$ cat src/rtl/lsu_pkg.sv
// Shared encodings for the load/store unit: access sizes, FSM states and lane masks.
package lsu_pkg;

  localparam logic [1:0] SZ_BYTE = 2'b00;
  localparam logic [1:0] SZ_HALF = 2'b01;
  localparam logic [1:0] SZ_WORD = 2'b10;
  localparam logic [1:0] SZ_ILL  = 2'b11;

  typedef enum logic [2:0] {
    S_IDLE  = 3'd0,
    S_LOAD  = 3'd1,
    S_ST_RD = 3'd2,
    S_ST_WR = 3'd3,
    S_RESP  = 3'd4
  } lsu_state_e;

  localparam logic [31:0] LANE_MASK_B = 32'h0000_00FF;
  localparam logic [31:0] LANE_MASK_H = 32'h0000_FFFF;

endpackage

$ cat src/rtl/lsu_lane_align.sv
// Combinational lane handling: extract+extend for loads, mask+merge for sub-word stores.
module lsu_lane_align
  import lsu_pkg::*;
(
  input  logic [1:0]  addr_lo,
  input  logic [1:0]  size,
  input  logic        uns,
  input  logic [31:0] rd,
  input  logic [31:0] wdata,
  output logic [31:0] load_data,
  output logic [31:0] merged
);

  logic [4:0]  sh;
  logic [31:0] lane;
  logic [31:0] mask;

  assign sh = {addr_lo, 3'b000};

  always_comb begin
    lane      = rd >> sh;
    load_data = rd;
    mask      = 32'hFFFF_FFFF;
    case (size)
      SZ_BYTE: begin
        load_data = {{24{lane[7] & ~uns}}, lane[7:0]};
        mask      = LANE_MASK_B << sh;
      end
      SZ_HALF: begin
        load_data = {{16{lane[15] & ~uns}}, lane[15:0]};
        mask      = LANE_MASK_H << sh;
      end
      default: ;
    endcase
    // Store data is masked too, so junk above the right-justified lane never leaks in.
    merged = (rd & ~mask) | ((wdata << sh) & mask);
  end

endmodule

$ cat src/rtl/load_store_unit.sv
// Load/store unit: byte/half/word accesses at byte addresses mapped onto a word-only memory.
module load_store_unit
  import lsu_pkg::*;
#(
  parameter int unsigned MEM_WORDS = 128
) (
  input  logic        CLK,
  input  logic        rst_n,
  input  logic        req_valid,
  output logic        req_ready,
  input  logic        req_we,
  input  logic [1:0]  req_size,
  input  logic        req_unsigned,
  input  logic [31:0] req_addr,
  input  logic [31:0] req_wdata,
  output logic        resp_valid,
  output logic        resp_err,
  output logic [31:0] resp_rdata,
  output logic        mem_we,
  output logic [31:0] mem_a,
  output logic [31:0] mem_wd,
  input  logic [31:0] mem_rd,
  output logic [2:0]  dbg_state
);

  // Handshake: a request transfers on a rising edge where req_valid && req_ready;
  // req_ready is high only in IDLE. The response is a single-cycle resp_valid pulse
  // with no back-pressure.

  lsu_state_e  state_q, state_d;
  logic [31:0] addr_q, addr_d;
  logic [1:0]  size_q, size_d;
  logic        we_q, we_d;
  logic        uns_q, uns_d;
  logic [31:0] wdata_q, wdata_d;
  logic        err_q, err_d;
  logic [31:0] merge_q, merge_d;
  logic [31:0] rdata_q, rdata_d;
  logic        req_err;
  logic [31:0] load_data;
  logic [31:0] merged;

  lsu_lane_align u_align (
    .addr_lo   (addr_q[1:0]),
    .size      (size_q),
    .uns       (uns_q),
    .rd        (mem_rd),
    .wdata     (wdata_q),
    .load_data (load_data),
    .merged    (merged)
  );

  assign req_err = (req_size == SZ_ILL)
                 | ((req_size == SZ_HALF) & req_addr[0])
                 | ((req_size == SZ_WORD) & (|req_addr[1:1+0] | req_addr[0]))
                 | ({2'b00, req_addr[31:2]} >= MEM_WORDS);

  always_comb begin
    state_d = state_q;
    addr_d  = addr_q;
    size_d  = size_q;
    we_d    = we_q;
    uns_d   = uns_q;
    wdata_d = wdata_q;
    err_d   = err_q;
    merge_d = merge_q;
    rdata_d = rdata_q;
    case (state_q)
      S_IDLE: begin
        if (req_valid) begin
          addr_d  = req_addr;
          size_d  = req_size;
          we_d    = req_we;
          uns_d   = req_unsigned;
          wdata_d = req_wdata;
          err_d   = req_err;
          merge_d = req_wdata;
          rdata_d = '0;
          // Errors ride through the LOAD slot so they answer with the same latency as a load.
          if (req_err || !req_we)      state_d = S_LOAD;
          else if (req_size == SZ_WORD) state_d = S_ST_WR;
          else                          state_d = S_ST_RD;
        end
      end
      S_LOAD: begin
        rdata_d = (err_q || we_q) ? '0 : load_data;
        state_d = S_RESP;
      end
      S_ST_RD: begin
        merge_d = merged;
        state_d = S_ST_WR;
      end
      S_ST_WR: state_d = S_RESP;
      S_RESP:  state_d = S_IDLE;
      default: state_d = S_IDLE;
    endcase
  end

  always_ff @(posedge CLK or negedge rst_n) begin
    if (!rst_n) begin
      state_q <= S_IDLE;
      addr_q  <= '0;
      size_q  <= '0;
      we_q    <= 1'b0;
      uns_q   <= 1'b0;
      wdata_q <= '0;
      err_q   <= 1'b0;
      merge_q <= '0;
      rdata_q <= '0;
    end else begin
      state_q <= state_d;
      addr_q  <= addr_d;
      size_q  <= size_d;
      we_q    <= we_d;
      uns_q   <= uns_d;
      wdata_q <= wdata_d;
      err_q   <= err_d;
      merge_q <= merge_d;
      rdata_q <= rdata_d;
    end
  end

  assign req_ready  = (state_q == S_IDLE);
  assign resp_valid = (state_q == S_RESP);
  assign resp_err   = (state_q == S_RESP) & err_q;
  assign resp_rdata = (state_q == S_RESP) ? rdata_q : '0;
  assign mem_we     = (state_q == S_ST_WR);
  assign mem_a      = {addr_q[31:2], 2'b00};
  assign mem_wd     = (state_q == S_ST_WR) ? merge_q : '0;
  assign dbg_state  = state_q;

endmodule
$ cat config.mk
export PLATFORM = sky130hd
export DESIGN_NAME = load_store_unit
export DESIGN_NICKNAME = d
export VERILOG_FILES = /design/src/rtl/lsu_pkg.sv /design/src/rtl/lsu_lane_align.sv /design/src/rtl/load_store_unit.sv
export SDC_FILE = /design/constraint.sdc
export NUM_CORES = 1
export LEC_CHECK = 0
export BUFFER_PORTS_ARGS = -buffer_cell sky130_fd_sc_hd__clkbuf_2
export CAP_MARGIN = 20
export CORE_AREA = 2 2 123 113
export DETAILED_ROUTE_END_ITERATION = 10
export DIE_AREA = 0 0 125 115
export PLACE_DENSITY = 0.87
export REMOVE_ABC_BUFFERS = 1
export SYNTH_ARGS = -nofsm -noshare
export SYNTH_HDL_FRONTEND = slang
export SYNTH_SLANG_ARGS = --single-unit
export TNS_END_PERCENT = 100
$ cat constraint.sdc
create_clock -name CLK -period 5.1 [get_ports CLK]
set_clock_uncertainty 0.15 [all_clocks]
set_input_delay 1.275 -clock CLK [delete_from_list [all_inputs] [get_ports CLK]]
set_output_delay 1.275 -clock CLK [all_outputs]
set_load 0.005 [all_outputs]
==> results.md <==
* Crit Path Max Fanout at 34
* Final setup fails at 0
* Yosys Warn Count at 0
* Synth Instances at approximately 680
* Most common flop cell mapped by yosys: dfrtp_1
* Post-synthesis mux area share at between 10% and 20%
* Max-slew violations at 0
* CP Launch Type: register
* CTS tree: done
* Crit path DAT at between 1500 and 2000 ps
* Worst slew margin at 26.4%
* Largest family of logic cells by synthesized area: multiplexers
* Max clock buf depth at 2
* Antenna violations before repair at 0
* Worst-Margin Slew at approximately 1100 ps
* Hold Vio Cnt, Final at 0
* # IOs at between 200 and 250
* Setup TNS at 0 ps
* Critical path cell sequence: and2b_2, and3_1, clkbuf_2
* Total grt overflow at 0
* Outcome: finished, final reports clean
* Number of synthesized flops with an enable pin at 0
* Buffers & Inverters on Critical Path at 1
* Area contributors post-synth: dfrtp_1 46%, mux2_2 11%, mux2i_1 5.6%
* CORE AREA at 0.0131 sq mm
* Hold Path Sink: rdata_q[4]
* Cell taking the most area after synthesis: dfrtp_1
* Global router's overall resource usage at about 30%
* Hold depth at 2
* Cell leakage power at around 4.3 nW
* Worst setup path class: reg2out
* Max Cap Viol at 0
* Setup Buffers After CTS at 0
* Area Growth Syn to Fin at 20.4%
* First-pass GRT wire length at approximately 34000 um
* Synth Area in Adders at 0%
* Die ar. at ~0.014 sq mm
* Layout net count at 929
* Final RePlAce weighted congestion at about 0.87
* Root buf cell: clkbuf_16
* Syn Area/Cell at approximately 11 sq um
* Vias per cell at around 6.2
* Hold_buf cts at 0
* Area fraction of the dominant cell type after synthesis at 46.5%
* Clock Latency Late Sink at around 420 ps
* Unrepaired setup endpoints after global routing: false
* List of most frequent post-synthesis cells: 136 x dfrtp_1, 70 x mux2_2, 42 x nand2_1, 41 x mux2i_1, 37 x clkbuf_1
* Worst VDD drop at about 270 uV
* R2r setup slk at 2200 ps
* Worst R2R Start: addr_q[1]
* Post-synthesis cell area at 0.00732 sq mm
* Fin crit period at 3370 ps
* Clk slew on worst S/H paths at around 60 ps
* Final Non-Filler Cells at roughly 1000
* Async SR Flop Fraction at 100%
* Top-count cell post-synth: dfrtp_1
* DPL Wire Length at around 14000 um
* Share of layout cells above drive strength 1 at 42.0%
* CP delay by family, top: simple AND/OR/NAND/NOR gates
* # rows at 40
* Netlist cell types at between 50 and 60
* Drt drc at 0
* #FFs+latches synth at roughly 140
* Cell count of the worst reg-to-reg path at 4
* 1st-iter DRT viols at about 730
* Fin crit share at about 66%
* Sink Count at about 140
* Pre-antenna DRT Iters at 5
* Highest clock rate at 0.297 GHz
* CP max-delay cell: and2b_2
* Routed wire per std cell at around 21 um
* Routed Wire Length at 21200 um
* Die Ht at between 100 and 150 um
* DRT antenna net count at 0
* Synth Area in Compound Gates at roughly 17%
* Ant diodes at 0
* Vias in the first global route at slightly above 6000
* Initial core utilization at between 50% and 60%
* H-tree Lvls at 4
* Pwr dens at between 400 and 500 mW/mm^2
* HP Start: rdata_q[4]
* Synth Area in Simple Gates at around an eighth
* Post-Route Utilization at 67.2%
* Worst R2R End: rdata_q[7]
* CP Capture Type: primary output
* Worst hold path class: reg2reg
* Seq/Total Area, Yosys at roughly 46%
* Via count at approximately 6300
* Placed insts at ~970
* Num CTS Buffers at 17
* Largest net degree at the start of global routing at 74
* Crit path largest cell delay at ~630 ps
* Die width at ~130 um
* Number of port buffers at around 200
* CP required at roughly 3700 ps
* Post-synthesis xor/xnor area fraction at 0%
* Resize count post-CTS at 0
power by group:
group,internal (mW),switching (mW),leakage (nW)
clock network,0.816,0.446,0.306
registers,1.28,0.193,1.68
logic,0.449,0.486,2.33
metal layers:
| layer | vias up | wire length, um | global-route usage [%] |
|---|---|---|---|
| met4 | 0 | 465 | 10.1 |
| li1 | 2775 | - | - |
| met1 | 3064 | 8720 | 39.8 |
| met3 | 54 | 2130 | 8.38 |
| met2 | 397 | 9870 | 48.3 |
| met5 | - | 0 | 0 |
registers in the layout, summed over array words and instances, names as in the netlist:
register and cells:
err_q 1, we_q 1, uns_q 1, addr_q 32, dbg_state 3, wdata_q 32, rdata_q 32, size_q 2
merge_q 32
placed cells by master, fill, tap and decap left out, drive strengths merged, types with 2 or more instances in the layout:
master	synthesis	final
nor3b	3	3
a2bb2oi	8	8
mux2	70	70
and2	35	35
o21a	2	2
mux2i	41	41
o221ai	8	8
or2	3	3
nor3	4	4
a221o	22	22
nand3	6	6
a21oi	12	12
a22o	8	8
nand3b	2	2
a222oi	7	7
a221oi	2	2
o2bb2ai	6	6
o211ai	8	8
o21ai	37	37
buf	48	16
clkbuf	38	225
conb	1	2
and3	36	36
bufinv	0	3
nand2	42	42
clkinv	0	6
inv	7	7
a22oi	16	16
mux4	2	2
a211oi	2	2
nor2b	3	3
dfrtp	136	136
o2111ai	6	6
nand2b	8	8
a211o	3	3
nor4	5	5
nor2	24	24
tightest hold or removal path, delay by kind of cell, from the launching register on:
family | cells | cell delay (ps)
flops | 1 | 340
simple gates | 2 | 100
layout make-up:
type                    instances  area (sq um)
well taps                     168           210
fillers                      1017          4300
clock inverters                 9           120
multi-input cells             446          3430
repair buffers                218          1140
inverters                       7          26.3
flip-flops and latches        136          3410
clock buffers                  23           488
cell families after synthesis:
family / count (synthesis)
simple gates: 177
compound gates: 154
flops: 136
mux: 113
buf+inv: 94
other cells: 1
worst max path at each step:
stage	cells past startpoint	slack, ps	from	endpoint
finish	3	1730	dbg_state[0]	mem_wd[30]
global route	3	1640	dbg_state[0]	mem_wd[26]
CTS	3	1740	dbg_state[2]	mem_wd[26]
detailed placement	5	1790	mem_rd[23]	rdata_q[29]
global placement	5	1800	mem_rd[23]	rdata_q[21]
floorplan	2	940	req_valid	addr_q[0]
stage by stage:
step | total power [mW] | setup slack, ps | hold WS (ps) | instance area [sq um]
2_1_floorplan | 2.04 | 941 | 280 | 6840
3_3_place_gp | 2.37 | 1800 | 295 | 8200
3_5_place_dp | 2.41 | 1790 | 307 | 8200
4_1_cts | 3.67 | 1740 | 320 | 8800
5_1_grt | 3.84 | 1640 | 354 | 8820
6_report | 3.67 | 1730 | 319 | 8820
Note: power is estimated with default switching activity, not from simulation.
